[config.mk]
export PLATFORM = sky130hd
export DESIGN_NAME = tug_light_bar
export DESIGN_NICKNAME = d
export VERILOG_FILES = /design/src/rtl/tug_pkg.sv /design/src/rtl/key_edge.sv /design/src/rtl/tug_light_bar.sv
export SDC_FILE = /design/constraint.sdc
export NUM_CORES = 1
export LEC_CHECK = 0
export BUFFER_PORTS_ARGS = -buffer_cell sky130_fd_sc_hd__buf_4
export CORE_AREA = 2 2 46 48
export DETAILED_ROUTE_END_ITERATION = 7
export DIE_AREA = 0 0 48 50
export PLACE_DENSITY_LB_ADDON = 0.2
export SLEW_MARGIN = 20
export SYNTH_ARGS = -nofsm -noshare
export SYNTH_HDL_FRONTEND = slang
export SYNTH_SLANG_ARGS = --single-unit
[constraint.sdc]
create_clock -name clk -period 2.8 [get_ports clk]
set_clock_uncertainty 0.2 [all_clocks]
set_input_delay 0.28 -clock clk [delete_from_list [all_inputs] [get_ports clk]]
set_output_delay 0.28 -clock clk [all_outputs]
set_load 0.01 [all_outputs]
[src/rtl/tug_pkg.sv]
// ============================================================================
// tug_pkg : shared types for the tug-of-war light bar controller
// Revision : 1.0 - initial release
// ============================================================================
`default_nettype none

package tug_pkg;

  typedef enum logic [1:0] {
    PLAY  = 2'd0,
    WIN_L = 2'd1,
    WIN_R = 2'd2
  } game_state_t;

  typedef enum logic {
    SIDE_L = 1'b0,
    SIDE_R = 1'b1
  } side_t;

endpackage

`default_nettype wire

[src/rtl/key_edge.sv]
// ============================================================================
// key_edge : one-bit rising-edge detector, history register resets to 1
// Revision : 1.0 - initial release
// ============================================================================
`default_nettype none

module key_edge (
  input  logic clk,
  input  logic reset,
  input  logic i_d,
  output logic o_rise
);

  logic r_q;

  // History resets high so a key held through reset is not seen as a press.
  always_ff @(posedge clk) begin
    if (reset) r_q <= 1'b1;
    else       r_q <= i_d;
  end

  assign o_rise = i_d & ~r_q;

endmodule

`default_nettype wire

[src/rtl/tug_light_bar.sv]
// ============================================================================
// tug_light_bar : tug-of-war playfield, one-hot light bar, win detect and
//                 saturating per-side scores. Define TUG_EDGE_DETECT_EN to
//                 treat L/R as levels and edge-detect them internally.
// Revision : 1.0 - initial release
// ============================================================================
`default_nettype none

module tug_light_bar
  import tug_pkg::*;
#(
  parameter int NUM_LIGHTS = 9,
  parameter int SCORE_W    = 3
) (
  input  logic                  clk,
  input  logic                  reset,
  input  logic                  L,
  input  logic                  R,
  input  logic                  restart,
  output logic [NUM_LIGHTS-1:0] lights,
  output logic                  winner_l,
  output logic                  winner_r,
  output logic [SCORE_W-1:0]    score_l,
  output logic [SCORE_W-1:0]    score_r
);

  localparam int                 POS_W     = $clog2(NUM_LIGHTS);
  localparam logic [POS_W-1:0]   C_POS     = POS_W'((NUM_LIGHTS - 1) / 2);
  localparam logic [POS_W-1:0]   C_POS_MAX = POS_W'(NUM_LIGHTS - 1);
  localparam logic [SCORE_W-1:0] C_SC_MAX  = {SCORE_W{1'b1}};

  game_state_t        r_state;
  game_state_t        w_state_nxt;
  logic [POS_W-1:0]   r_pos;
  logic [POS_W-1:0]   w_pos_nxt;
  logic [SCORE_W-1:0] r_score_l;
  logic [SCORE_W-1:0] r_score_r;
  logic               w_pl;
  logic               w_pr;
  logic               w_mv_l;
  logic               w_mv_r;
  logic               w_win_l;
  logic               w_win_r;

`ifdef TUG_EDGE_DETECT_EN
  key_edge u_edge_l (
    .clk    (clk),
    .reset  (reset),
    .i_d    (L),
    .o_rise (w_pl)
  );

  key_edge u_edge_r (
    .clk    (clk),
    .reset  (reset),
    .i_d    (R),
    .o_rise (w_pr)
  );
`else
  assign w_pl = L;
  assign w_pr = R;
`endif

  // Simultaneous presses cancel each other out.
  assign w_mv_l = w_pl & ~w_pr;
  assign w_mv_r = w_pr & ~w_pl;

  always_ff @(posedge clk) begin
    if (reset) begin
      r_state <= PLAY;
      r_pos   <= C_POS;
    end else begin
      r_state <= w_state_nxt;
      r_pos   <= w_pos_nxt;
    end
  end

  always_comb begin
    w_state_nxt = r_state;
    w_pos_nxt   = r_pos;
    w_win_l     = 1'b0;
    w_win_r     = 1'b0;
    if (restart) begin
      w_state_nxt = PLAY;
      w_pos_nxt   = C_POS;
    end else begin
      case (r_state)
        PLAY: begin
          if (w_mv_l) begin
            if (r_pos == C_POS_MAX) begin
              w_state_nxt = WIN_L;
              w_win_l     = 1'b1;
            end else begin
              w_pos_nxt = r_pos + POS_W'(1);
            end
          end else if (w_mv_r) begin
            if (r_pos == '0) begin
              w_state_nxt = WIN_R;
              w_win_r     = 1'b1;
            end else begin
              w_pos_nxt = r_pos - POS_W'(1);
            end
          end
        end
        default: ;
      endcase
    end
  end

  // The win still lands when a counter is already full; only the count holds.
  always_ff @(posedge clk) begin
    if (reset) begin
      r_score_l <= '0;
      r_score_r <= '0;
    end else begin
      if (w_win_l && (r_score_l != C_SC_MAX)) r_score_l <= r_score_l + SCORE_W'(1);
      if (w_win_r && (r_score_r != C_SC_MAX)) r_score_r <= r_score_r + SCORE_W'(1);
    end
  end

  assign lights   = (r_state == PLAY) ? (NUM_LIGHTS'(1) << r_pos) : '0;
  assign winner_l = (r_state == WIN_L);
  assign winner_r = (r_state == WIN_R);
  assign score_l  = r_score_l;
  assign score_r  = r_score_r;

endmodule

`default_nettype wire

Yosys cells after proc, flatten, opt, wreduce, memory -nomap -nowiden

Cells that the tools add are included.

Logic and storage cells: 48
Register bits: 12

Multiplexer cells: 18
Bitwise operators: 4
Shifts and indexed selects: 1
Eq/ne operators: 8
Reduce and logical (&&, ||, !) cells: 9
Add/subtract/negate cells: 4

Operators with widths:

| operator              | count |
|---|---|
| $mux W4               | 4 |
| $mux W1               | 9 |
| $mux W9               | 1 |
| $shl A1 B4 Y9 const A | 1 |
| $mux W2               | 4 |
| $reduce_and A4 Y1     | 2 |
| $add A3 B1 Y3 const B | 2 |
| $ne A3 B3 Y1 const B  | 2 |
| $add A4 B1 Y4 const B | 1 |
| $eq A4 B4 Y1 const B  | 1 |
| $logic_not A4 Y1      | 1 |
| $ne A2 B2 Y1 const B  | 2 |
| $reduce_bool A2 Y1    | 2 |
| $sub A4 B1 Y4 const B | 1 |
| $and A1 B1 Y1         | 2 |
| $eq A2 B1 Y1 const B  | 1 |
| $eq A2 B2 Y1 const B  | 1 |
| $logic_and A1 B1 Y1   | 2 |
| $logic_not A2 Y1      | 1 |
| $ne A2 B1 Y1 const B  | 1 |
| $not A1 Y1            | 2 |
| $reduce_or A2 Y1      | 1 |

Longest topological paths before layout

Gate-level depths: netlist of the first run.

Depth after elaboration: 7
Gate-level depth with buffers: 9

Least setup slack after synthesis of the first run

Ideal clock, no wire load.

Path type: reg-to-reg
From: register r_pos[3]
To: register r_score_l[1] (netlist: score_l[1])
Data required time: 2472 ps
Cell stages (with the launch flop): 7
Period minus slack after synthesis: 1968 ps
Arrival time: 1640 ps
Buffers on the path: 2
Path slack: 832 ps
Library setup time: 128 ps
Cells stage by stage: dfxtp_1 > buf_6 > or4b_1 > or4b_1 > buf_2 > mux2i_1 > nor2_1

Longest elaborated chain between the ends: 6

RTL lines:

| what                   | RTL line             | RTL |
|---|---|---|
| from (decl)            | tug_light_bar.sv:34  | `logic [POS_W-1:0] r_pos;` |
| from (signal assigned) | tug_light_bar.sv:74  | `r_pos <= w_pos_nxt;` |
| $eq A4 B4 Y1           | tug_light_bar.sv:90  | `if (r_pos == C_POS_MAX) begin` |
| $mux W1                | tug_light_bar.sv:90  |  |
| $mux W1                | tug_light_bar.sv:89  | `if (w_mv_l) begin` |
| $mux W1                | tug_light_bar.sv:87  | `case (r_state)` |
| $mux W1                | tug_light_bar.sv:83  | `if (restart) begin` |
| $logic_and A1 B1 Y1    | tug_light_bar.sv:116 | `if (w_win_l && (r_score_l != C_SC_MAX)) r_score_l <= r_score_l + SCORE_W'(1);` |
| to (signal assigned)   | tug_light_bar.sv:116 |  |
| to (decl)              | tug_light_bar.sv:36  | `logic [SCORE_W-1:0] r_score_l;` |

Every way passes these cells.
A chain may end at the register's enable or synchronous reset.

Worst setup path in the final report of the first run

From: register r_pos[3]
To: output port lights[0]

Longest elaborated chain between the ends: 2

RTL lines:

| what          | RTL line             | RTL |
|---|---|---|
| $shl A1 B4 Y9 | tug_light_bar.sv:121 | `assign lights = (r_state == PLAY) ? (NUM_LIGHTS'(1) << r_pos) : '0;` |
| $mux W9       | tug_light_bar.sv:121 |  |
| to (decl)     | tug_light_bar.sv:20  | `output logic [NUM_LIGHTS-1:0] lights,` |

Every way passes these cells.

==> impl_metrics.py, run 1 <==
metrics = {
    "logic_synthesis": {
        "synth-async-reset-ratio_pct": 0,
        "synthDistinctLibCells": 27,
        "synth_edf_count": 0,
        "yosys-top-cells-area": "dfxtp_1 (30%), ha_1 (13%), mux2i_1 (8.9%), nor2_1 (7.1%), nor3_1 (6.3%)",
        "seq_area_frac_synth_pct": 30.38,
        "synth_area_um2": 790.8,
        "synth_nets": 107,
        "syn_area_per_cell_um2": 8.503,
        "synth_flop_cell": "dfxtp_1",
        "ys_seq_elements": 12,
        "synth.largest_area_cell": "dfxtp_1",
        "synth_top_cell_area_share_pct": 30.38,
        "synth_cells": 93,
        "yosys_warnings": 0,
    },
    "drt": {
        "wl_um": 1556,
        "drc": 0,
        "drtIter0Drc": 8,
        "firstDrtPassIters": 4,
        "ant_nets": 0,
        "vias": 701,
        "wl_per_cell_um": 11.19,
        "vias_per_cell": 5.043,
    },
    "placed_design": {
        "dp_hpwl_um": 1209,
        "gp_congestion": 0.7828,
        "place_area_um2": 950.9,
        "io_buffers": 21,
    },
    "outcome": {
        "run_status": "complete, no violations",
    },
    "cts": {
        "cts_resized": 0,
        "numCtsBuffers": 3,
        "cts_tree": "yes",
        "clk_latency_ns": 0.27,
        "cts_buffer_depth": 2,
        "post_cts.repair.setup_buffers": 0,
        "cts.sinks": 12,
        "h-tree-depth": 1,
        "cts_hold_buffers": 0,
        "clk_pin_slew_worst_paths_ns": 0.08,
        "cts_root_buffer": "clkbuf_4",
    },
    "timing": {
        "finalHoldViolations": 0,
        "setup_tns_ns": 0,
        "slew_headroom_pct": 64.79,
        "period_needed_ns": 2.237,
        "setup_viol": 0,
        "rsz0062_at_grt": "no",
        "slew_viol_final": 0,
        "worst_pin_slew_ns": 0.5271,
        "max_freq_ghz": 0.4469,
        "fin_crit_sh_pct": 79.91,
    },
    "grt": {
        "grt_usage_pct": 15.44,
        "antenna_found_initial": 0,
        "grt_pass1_wl_um": 2670,
        "grt_overflow": 0,
        "grt_max_degree": 12,
        "grt_pass1_vias": 617,
    },
    "floorplan": {
        "fp.dieH_um": 50,
        "coreArea_um2": 1902,
        "initial_core_util_pct": 41.58,
        "die_w_um": 48,
        "io_pins": 22,
        "std_cell_rows": 16,
        "dieArea_um2": 2400,
    },
    "setup_path": {
        "worstPathArrival_ns": 1.76,
        "cp_max_fo": 10,
        "setup.worst_path.start_class": "flip-flop",
        "cp-end-kind": "output port",
        "critPathRequiredTime_ns": 2.32,
        "crit_type": "flip-flop to output port",
    },
    "cells_and_area": {
        "finalNetCount": 127,
        "n_fill_cell": 196,
        "post-route-cell-area_um2": 987.2,
        "drive_gt1_share_pct": 23.21,
        "area_delta_synth_final_pct": 24.84,
        "diodes": 0,
        "seq_area_um2": 240.2,
        "multiInputGateArea_um2": 508.0,
    },
    "pwr": {
        "ir_worst_vdd_mv": 0.2428,
        "power_leakage_nw": 0.4928,
        "p_per_area_nw_per_um2": 410.4,
    },
    "job": {
        "maxCapViolations": 0,
    },
    "hold_path": {
        "hold_class": "input pin to flip-flop",
    },
}
-- power breakdown --
group          internal [mW]  switching [mW]
logic                 0.0387          0.0414
registers              0.175          0.0123
clock network         0.0789          0.0587
-- synth_stat cells (all sizes together) (2+ instances only) --
master / n
ha: 8
xnor2: 2
buf: 2
mux2i: 7
nor2: 15
nand2: 4
nand3b: 2
nand3: 4
xor2: 3
clkbuf: 4
inv: 3
nand2b: 2
nand4: 2
dfxtp: 12
nor2b: 2
or4b: 2
nor3: 10
-- metal layers --
layer	GRT usage (%)	share of wire [%]	up-vias
li1	-	-	361
met4	6.757	0.84	0
met5	0	0	-
met3	2.198	4.2	2
met1	20.67	46	320
met2	23.78	48	18
-- sequential cells by signal, indices dropped and copies added, names as in the netlist --
name     cells
r_state      2
score_l      3
score_r      3
r_pos        4
-- through the flow --
stage / power, mW / utilization, % / cells / worst slack [ns] / hold WS, ns
after global routing: 0.4323 / 51.91 / 139 / 0.4809 / 0.01100
after CTS: 0.4115 / 51.91 / 139 / 0.5551 / 0.008322
after floorplan: 0.2464 / - / 93 / 0.8320 / 0.1576
after global placement: 0.2713 / 50.00 / 135 / 0.6786 / 0.3038
final: 0.4052 / 51.91 / 139 / 0.5625 / 0.01683
after detailed placement: 0.2723 / 50.00 / 135 / 0.6647 / 0.3019
-- placed cells by master (no fill, tap or decap), types with 4 or more instances in the layout --
cell | netlist | final
buf_4 | 0 | 21
nor2_1 | 15 | 15
dfxtp_1 | 12 | 12
nor3_1 | 10 | 10
ha_1 | 8 | 8
mux2i_1 | 7 | 7
nand2_1 | 4 | 4
nand3_1 | 4 | 4
-- path summary, 6_finish.rpt --
check | from | end | slack [ns] | depth (start not counted)
max reg2reg | r_pos[3] | score_l[2] | 0.65 | 4
min reg2reg | score_r[2] | score_r[2] | 0.34 | 2
max | r_pos[3] | lights[0] | 0.56 | 3
min | restart | r_pos[0] | 0.02 | 2
-- layout make-up --
class	count	share of cell area, %
multi-input cells	72	51.46
flip-flops and latches	12	24.33
repair buffers	21	15.97
clock buffers	4	3.676
well taps	27	3.422
inverters	3	1.141
-- kinds of logic (layout without fill, tap and decap cells) --
kind of cell / Yosys count / in the layout / share of synthesized area [%]
XOR/XNOR: 5 / 5 / 5.539
adder cells (fa/ha/maj): 9 / 9 / 15.19
AO/OA/AOI/OAI: 4 / 4 / 3.640
AND/OR/NAND/NOR: 47 / 47 / 31.01
flip-flops: 12 / 12 / 30.38
buffers and inverters: 9 / 28 / 5.378
multiplexers: 7 / 7 / 8.861
-- worst max-delay path: stages, from the launching register on --
cell,delay (ns)
dfxtp_1,0.41
or4_2,0.76
nor3_1,0.17
buf_4,0.15
Note: power is estimated with default switching activity, not from simulation.
==> run 2, diff against run 1 <==
ABC_AREA = 1   (was default)
CORE_AREA = 2 2 47 49   (was 2 2 46 48)
DIE_AREA = 0 0 49 51   (was 0 0 48 50)
clock period = 2.3 ns   (was 2.8 ns; I/O delays follow)
==> run 2 against run 1 <==
Effect of this change: clock-buffer cell count unchanged; hold slack better by 0.11 ns; critical path depth up 1; final cell count up 28%; non-clock buffer count up 2; wire length up 6.6%; combinational power up 46%; first-iteration DRC count up 88%; sequential share of layout area down 2.1 points; setup slack worse by 0.13 ns; sequential power up 19%; via count up 16%; critical endpoint is now lights[8]; largest power group unchanged; highest routed layer unchanged.
==> impl_metrics.py, run 2 <==
metrics = {
    "logic_synthesis": {
        "synth.largest_area_cell": "dfxtp_1",
        "synth-async-reset-ratio_pct": 0,
        "synth_nets": 137,
        "yosysMostFrequentCell": "nand2_1",
        "syn_area_per_cell_um2": 6.754,
        "yosys-top-cells-area": "dfxtp_1 (29%), nand2_1 (14%), ha_1 (12%), nor2_1 (12%), inv_1 (7.7%)",
        "synth_cells": 123,
        "ys_seq_elements": 12,
        "yosys_warnings": 0,
        "synth_flop_cell": "dfxtp_1",
        "synth_top_cell_area_share_pct": 28.92,
        "synth_edf_count": 0,
        "synth_area_um2": 830.8,
        "synth.cells.most_frequent": "nand2_1 (31), nor2_1 (26), inv_1 (17), dfxtp_1 (12), ha_1 (8)",
        "seq_area_frac_synth_pct": 28.92,
        "synthDistinctLibCells": 17,
    },
    "cells_and_area": {
        "seq_area_um2": 240.2,
        "largest_register_ffs": 4,
        "regMostFlops": "r_pos",
        "multiInputGateArea_um2": 519.2,
        "final_common_cell": "nand2_1",
        "n_fill_cell": 212,
        "diodes": 0,
        "final_util_pct": 52.33,
        "drive_gt1_share_pct": 24.67,
        "finalNetCount": 165,
        "area_delta_synth_final_pct": 29.97,
        "final_cell_mix": "nand2_1 (31), nor2_1 (26), buf_4 (21), inv_1 (17), dfxtp_1 (12)",
    },
    "cts": {
        "post_cts.repair.setup_buffers": 0,
        "cts_tree": "yes",
        "cts_root_buffer": "clkbuf_4",
        "numCtsBuffers": 3,
        "cts_buffer_depth": 2,
        "h-tree-depth": 1,
        "cts.sinks": 12,
        "cts_resized": 0,
        "clk_pin_slew_worst_paths_ns": 0.08,
        "cts_hold_buffers": 2,
        "clk_latency_ns": 0.28,
    },
    "setup_path": {
        "rr_worst_depth": 8,
        "worstPathArrival_ns": 1.44,
        "cp-end-kind": "output port",
        "critPathRequiredTime_ns": 1.87,
        "timing.rr.start": "score_r[0]",
        "rrSetupSlack_ns": 0.74,
        "cp_max_fo": 6,
        "crit_type": "flip-flop to output port",
        "setup.worst_path.start_class": "flip-flop",
        "critPathLaunch": "r_pos[0]",
        "reg2reg_to": "score_r[0]",
    },
    "pwr": {
        "ir_worst_vdd_mv": 0.3088,
        "p_switching_uw": 150.7,
        "p_per_area_nw_per_um2": 472.1,
        "pwr-share-seq_pct": 43.7,
        "power_leakage_nw": 0.5432,
        "combPwrFrac_pct": 22.9,
        "swShare_pct": 29.55,
        "p_int_uw": 359.1,
        "clkPwrFrac_pct": 33.4,
    },
    "outcome": {
        "run_status": "complete, no violations",
    },
    "grt": {
        "grt_pass1_wl_um": 2835,
        "antenna_found_initial": 0,
        "grt_pass1_vias": 720,
        "grt_overflow": 0,
        "grt_max_degree": 8,
        "grt_usage_pct": 15.15,
    },
    "hold_path": {
        "worstHoldPathCells": 4,
        "hold_class": "input pin to flip-flop",
        "hold_end": "r_state[0]",
        "hold_start": "restart",
    },
    "placed_design": {
        "io_buffers": 21,
        "gp_congestion": 0.8359,
        "dp_hpwl_um": 1369,
        "dp_worst_setup_slack_ns": 0.3756,
    },
    "timing": {
        "slew_headroom_pct": 81.09,
        "setup_viol": 0,
        "fin_ws_ns": 0.4308,
        "fin_crit_sh_pct": 81.27,
        "finalHoldViolations": 0,
        "setup_tns_ns": 0,
        "slew_viol_final": 0,
        "max_freq_ghz": 0.5350,
        "period_needed_ns": 1.869,
        "rsz0062_at_grt": "no",
        "worst_pin_slew_ns": 0.2811,
    },
    "floorplan": {
        "fp.dieH_um": 51,
        "die_w_um": 49,
        "initial_core_util_pct": 40.27,
        "std_cell_rows": 17,
        "dieArea_um2": 2499,
        "io_pins": 22,
        "coreArea_um2": 2063,
    },
    "drt": {
        "drtIter0Drc": 15,
        "drc": 0,
        "vias_per_cell": 4.573,
        "wl_per_cell_um": 9.315,
        "firstDrtPassIters": 4,
        "vias": 814,
        "ant_nets": 0,
        "wl_um": 1658,
    },
    "job": {
        "maxCapViolations": 0,
    },
}
-- run 2: final cells by class --
class,count,share of cell area (%)
clock buffer,4,3.360
inverter,19,6.605
multi-input combinational,92,48.09
timing repair buffer,23,16.45
sequential,12,22.25
tap,28,3.244
-- run 2: logic make-up (layout without fill, tap and decap cells) --
| kind of cell | after synthesis | in the layout | share of synthesized area (%) |
|---|---|---|---|
| AO/OA/AOI/OAI | 6 | 6 | 3.916 |
| XOR/XNOR | 3 | 3 | 3.163 |
| adder cells (fa/ha/maj) | 9 | 9 | 14.46 |
| buffers and inverters | 19 | 46 | 8.585 |
| flip-flops | 12 | 12 | 28.92 |
| AND/OR/NAND/NOR | 74 | 74 | 40.96 |
-- run 2: metal layers --
layer	share of wire (%)	global-route usage [%]	vias to the layer above	wire [um]
li1	-	-	438	-
met1	46	17.21	352	756
met3	3.7	3.509	3	62
met5	0	0	-	0
met2	49	26.94	21	817
met4	1.3	7.143	0	21
-- run 2: worst max-delay path, cell delays in order, from the launching register on --
cell	delay, ns
dfxtp_1	0.39
nor2_2	0.22
inv_1	0.10
nor4_1	0.28
buf_4	0.18
-- run 2: per-stage QoR --
stage               cells  instance area (um^2)  hold slack, ns  power [mW]
floorplan             123                 830.8          0.1645      0.3052
global placement      172                  1023          0.2797      0.3404
detailed placement    172                  1023          0.2833      0.3423
global route          178                  1080          0.1442      0.5423
finish                178                  1080          0.1274      0.5098
CTS                   178                  1080          0.1234      0.5159
-- run 2: how the worst max path moves through the flow --
stage | end | slack (ns) | cells past startpoint
finish | lights[8] | 0.43 | 4
global route | lights[5] | 0.29 | 4
CTS | lights[8] | 0.43 | 4
detailed placement | r_pos[3] | 0.38 | 12
global placement | r_pos[3] | 0.46 | 12
floorplan | r_pos[3] | 0.64 | 11
-- run 2: power by group through the flow --
stage	Combinational (mW)	Sequential (mW)	Clock [mW]
2_1_floorplan	0.0791	0.226	0
3_3_place_gp	0.112	0.228	0
3_5_place_dp	0.114	0.228	0
4_1_cts	0.117	0.223	0.175
5_1_grt	0.132	0.224	0.186
6_report	0.117	0.223	0.170
==> run 3, diff against run 2 <==
clock period = 1.8 ns   (was 2.3 ns; I/O delays follow)
==> run 3 against run 2 <==
Effect of this change: core utilization rose by 1.2 points; final area grew 2.2%; global-route usage grew 0.51 points; sequential share of layout area barely moved; first-iteration DRC count fell by 40%; via count up 5.8%; die area unchanged; combinational power grew 31%; wire length grew 6.8%; critical path type is now input pin to flip-flop; largest cell class unchanged.
==> impl_metrics.py, run 3 (same netlist as run 2, synthesis figures left out) <==
metrics = {
    "drt": {
        "wl_per_cell_um": 9.888,
        "drc": 0,
        "drtIter0Drc": 9,
        "firstDrtPassIters": 4,
        "vias_per_cell": 4.810,
        "wl_um": 1770,
        "vias": 861,
        "ant_nets": 0,
    },
    "grt": {
        "grt_max_degree": 8,
        "gr-usage-met3_pct": 1.754,
        "use_met1_pct": 17.06,
        "grt_usage_pct": 15.67,
        "grt_util_met2_pct": 30.37,
        "antenna_found_initial": 0,
        "grt_pass1_wl_um": 3029,
        "grt_overflow": 0,
        "busiest_layer": "met2",
        "grt_pass1_vias": 753,
    },
    "cts": {
        "clk_pin_slew_worst_paths_ns": 0.08,
        "clk_latency_ns": 0.27,
        "h-tree-depth": 1,
        "cts.sinks": 12,
        "cts_tree": "yes",
        "numCtsBuffers": 3,
        "cts_buffer_depth": 2,
        "cts_root_buffer": "clkbuf_4",
    },
    "cells_and_area": {
        "regMostFlops": "r_pos",
        "largest_register_ffs": 4,
        "final_common_cell": "nand2_1",
        "multiInputGateArea_um2": 530.5,
        "seq_area_um2": 245.2,
        "n_fill_cell": 215,
        "area_delta_synth_final_pct": 32.83,
        "finalNetCount": 166,
        "diodes": 0,
        "final_cell_mix": "nand2_1 (31), nor2_1 (26), buf_4 (22), inv_1 (17), dfxtp_1 (10)",
        "drive_gt1_share_pct": 27.15,
    },
    "floorplan": {
        "dieArea_um2": 2499,
        "coreArea_um2": 2063,
        "fp.dieH_um": 51,
        "std_cell_rows": 17,
        "initial_core_util_pct": 40.27,
        "io_pins": 22,
        "die_w_um": 49,
    },
    "placed_design": {
        "io_buffers": 21,
        "gp_congestion": 0.7881,
        "dp_hpwl_um": 1432,
        "dp_worst_setup_slack_ns": 0.06102,
    },
    "setup_path": {
        "cp_max_fo": 2,
        "rrSetupSlack_ns": 0.20,
        "slowest_stage": "dlygate4sd3_1",
        "setup.worst_path.start_class": "input pin",
        "cp-end-kind": "flip-flop",
        "reg2reg_to": "score_r[0]",
        "timing.rr.start": "score_r[0]",
        "crit_type": "input pin to flip-flop",
        "crit_top_cell": "dlygate4sd3_1",
        "cp.depth": 5,
        "cp_slowest_stage_delay_ns": 0.58,
        "worst-path-buf-inv": 3,
        "worstPathArrival_ns": 1.64,
        "critPathRequiredTime_ns": 1.76,
        "rr_worst_depth": 8,
        "cp_cell_sequence": "dlygate4sd3_1 > buf_4 > nor2_1 > dlygate4sd3_1 > o211ai_1",
        "path_delay_family": "buffers and inverters",
    },
    "timing": {
        "worst_pin_slew_ns": 0.2608,
        "period_needed_ns": 1.684,
        "fin_ws_ns": 0.1162,
        "setup_tns_ns": 0,
        "max_freq_ghz": 0.5939,
        "finalHoldViolations": 0,
        "fin_crit_sh_pct": 93.54,
        "setup_viol": 0,
        "slew_viol_final": 0,
        "rsz0062_at_grt": "no",
        "slew_headroom_pct": 82.55,
        "hold_ws_ns": 0.08541,
    },
    "pwr": {
        "p_per_area_nw_per_um2": 593.9,
        "combPwrFrac_pct": 23.3,
        "swShare_pct": 29.63,
        "total_power_uw": 655.4,
        "pwr-share-seq_pct": 43.8,
        "p_switching_uw": 194.2,
        "ir_worst_vdd_mv": 0.4293,
        "clkPwrFrac_pct": 33.0,
        "power_leakage_nw": 0.5516,
        "p_int_uw": 461.2,
    },
    "hold_path": {
        "hold_class": "input pin to flip-flop",
        "worstHoldPathCells": 4,
        "hold_start": "restart",
        "hold_end": "r_pos[0]",
    },
    "outcome": {
        "run_status": "complete, no violations",
    },
    "job": {
        "maxCapViolations": 0,
    },
}
## run 3: changes by cell type in the layout (fill, tap and decap cells not counted), sizes merged
cell / previous run / this run
buf: 21 / 22
## run 3: repair_timing
item,CTS,global route
endpoints found under the hold margin,1,0
setup buffers,0,0
setup endpoints to repair,1,1
resized for setup,1,4
hold buffers,2,0
## run 3: routing by layer
layer	wire (um)	vias to the layer above
met4	16	0
met5	0	-
li1	-	434
met3	66	4
met2	962	17
met1	724	406
## run 3: metrics by stage
stage	cells	util, %	area (um^2)
detailed placement	173	49.97	1031
finish	179	53.49	1104
CTS	179	52.76	1089
global route	179	53.49	1104
global placement	173	49.97	1031
floorplan	123	-	830.8
## run 3: final cells by class
type,instances,share of cell area [%]
inverter,19,6.463
timing repair buffer,24,16.78
clock buffer,4,3.288
multi-input combinational,92,48.07
tap,28,3.175
sequential,12,22.22
## run 3: worst max path at each step
stage | slack (ns) | endpoint | startpoint
floorplan | 0.19 | r_pos[3] | R
global placement | 0.15 | r_pos[3] | R
detailed placement | 0.06 | r_pos[3] | R
CTS | 0.03 | lights[8] | r_pos[1]
global route | 0.02 | lights[8] | r_pos[0]
finish | 0.12 | r_pos[2] | reset
## run 3: power by group through the flow
stage	clock network [mW]	logic, mW	registers, mW
final	0.216	0.153	0.287
after global routing	0.234	0.174	0.289
after CTS	0.221	0.152	0.286
after detailed placement	0	0.148	0.292
after global placement	0	0.144	0.292
after floorplan	0	0.101	0.289
## run 3: worst register-to-register path, delay by kind of cell (launching register included)
kind	cells	cell delay [ns]
DFF	1	0.34
adders and majority gates	2	0.38
buffers and inverters	1	0.05
and+or+nand+nor	5	0.54
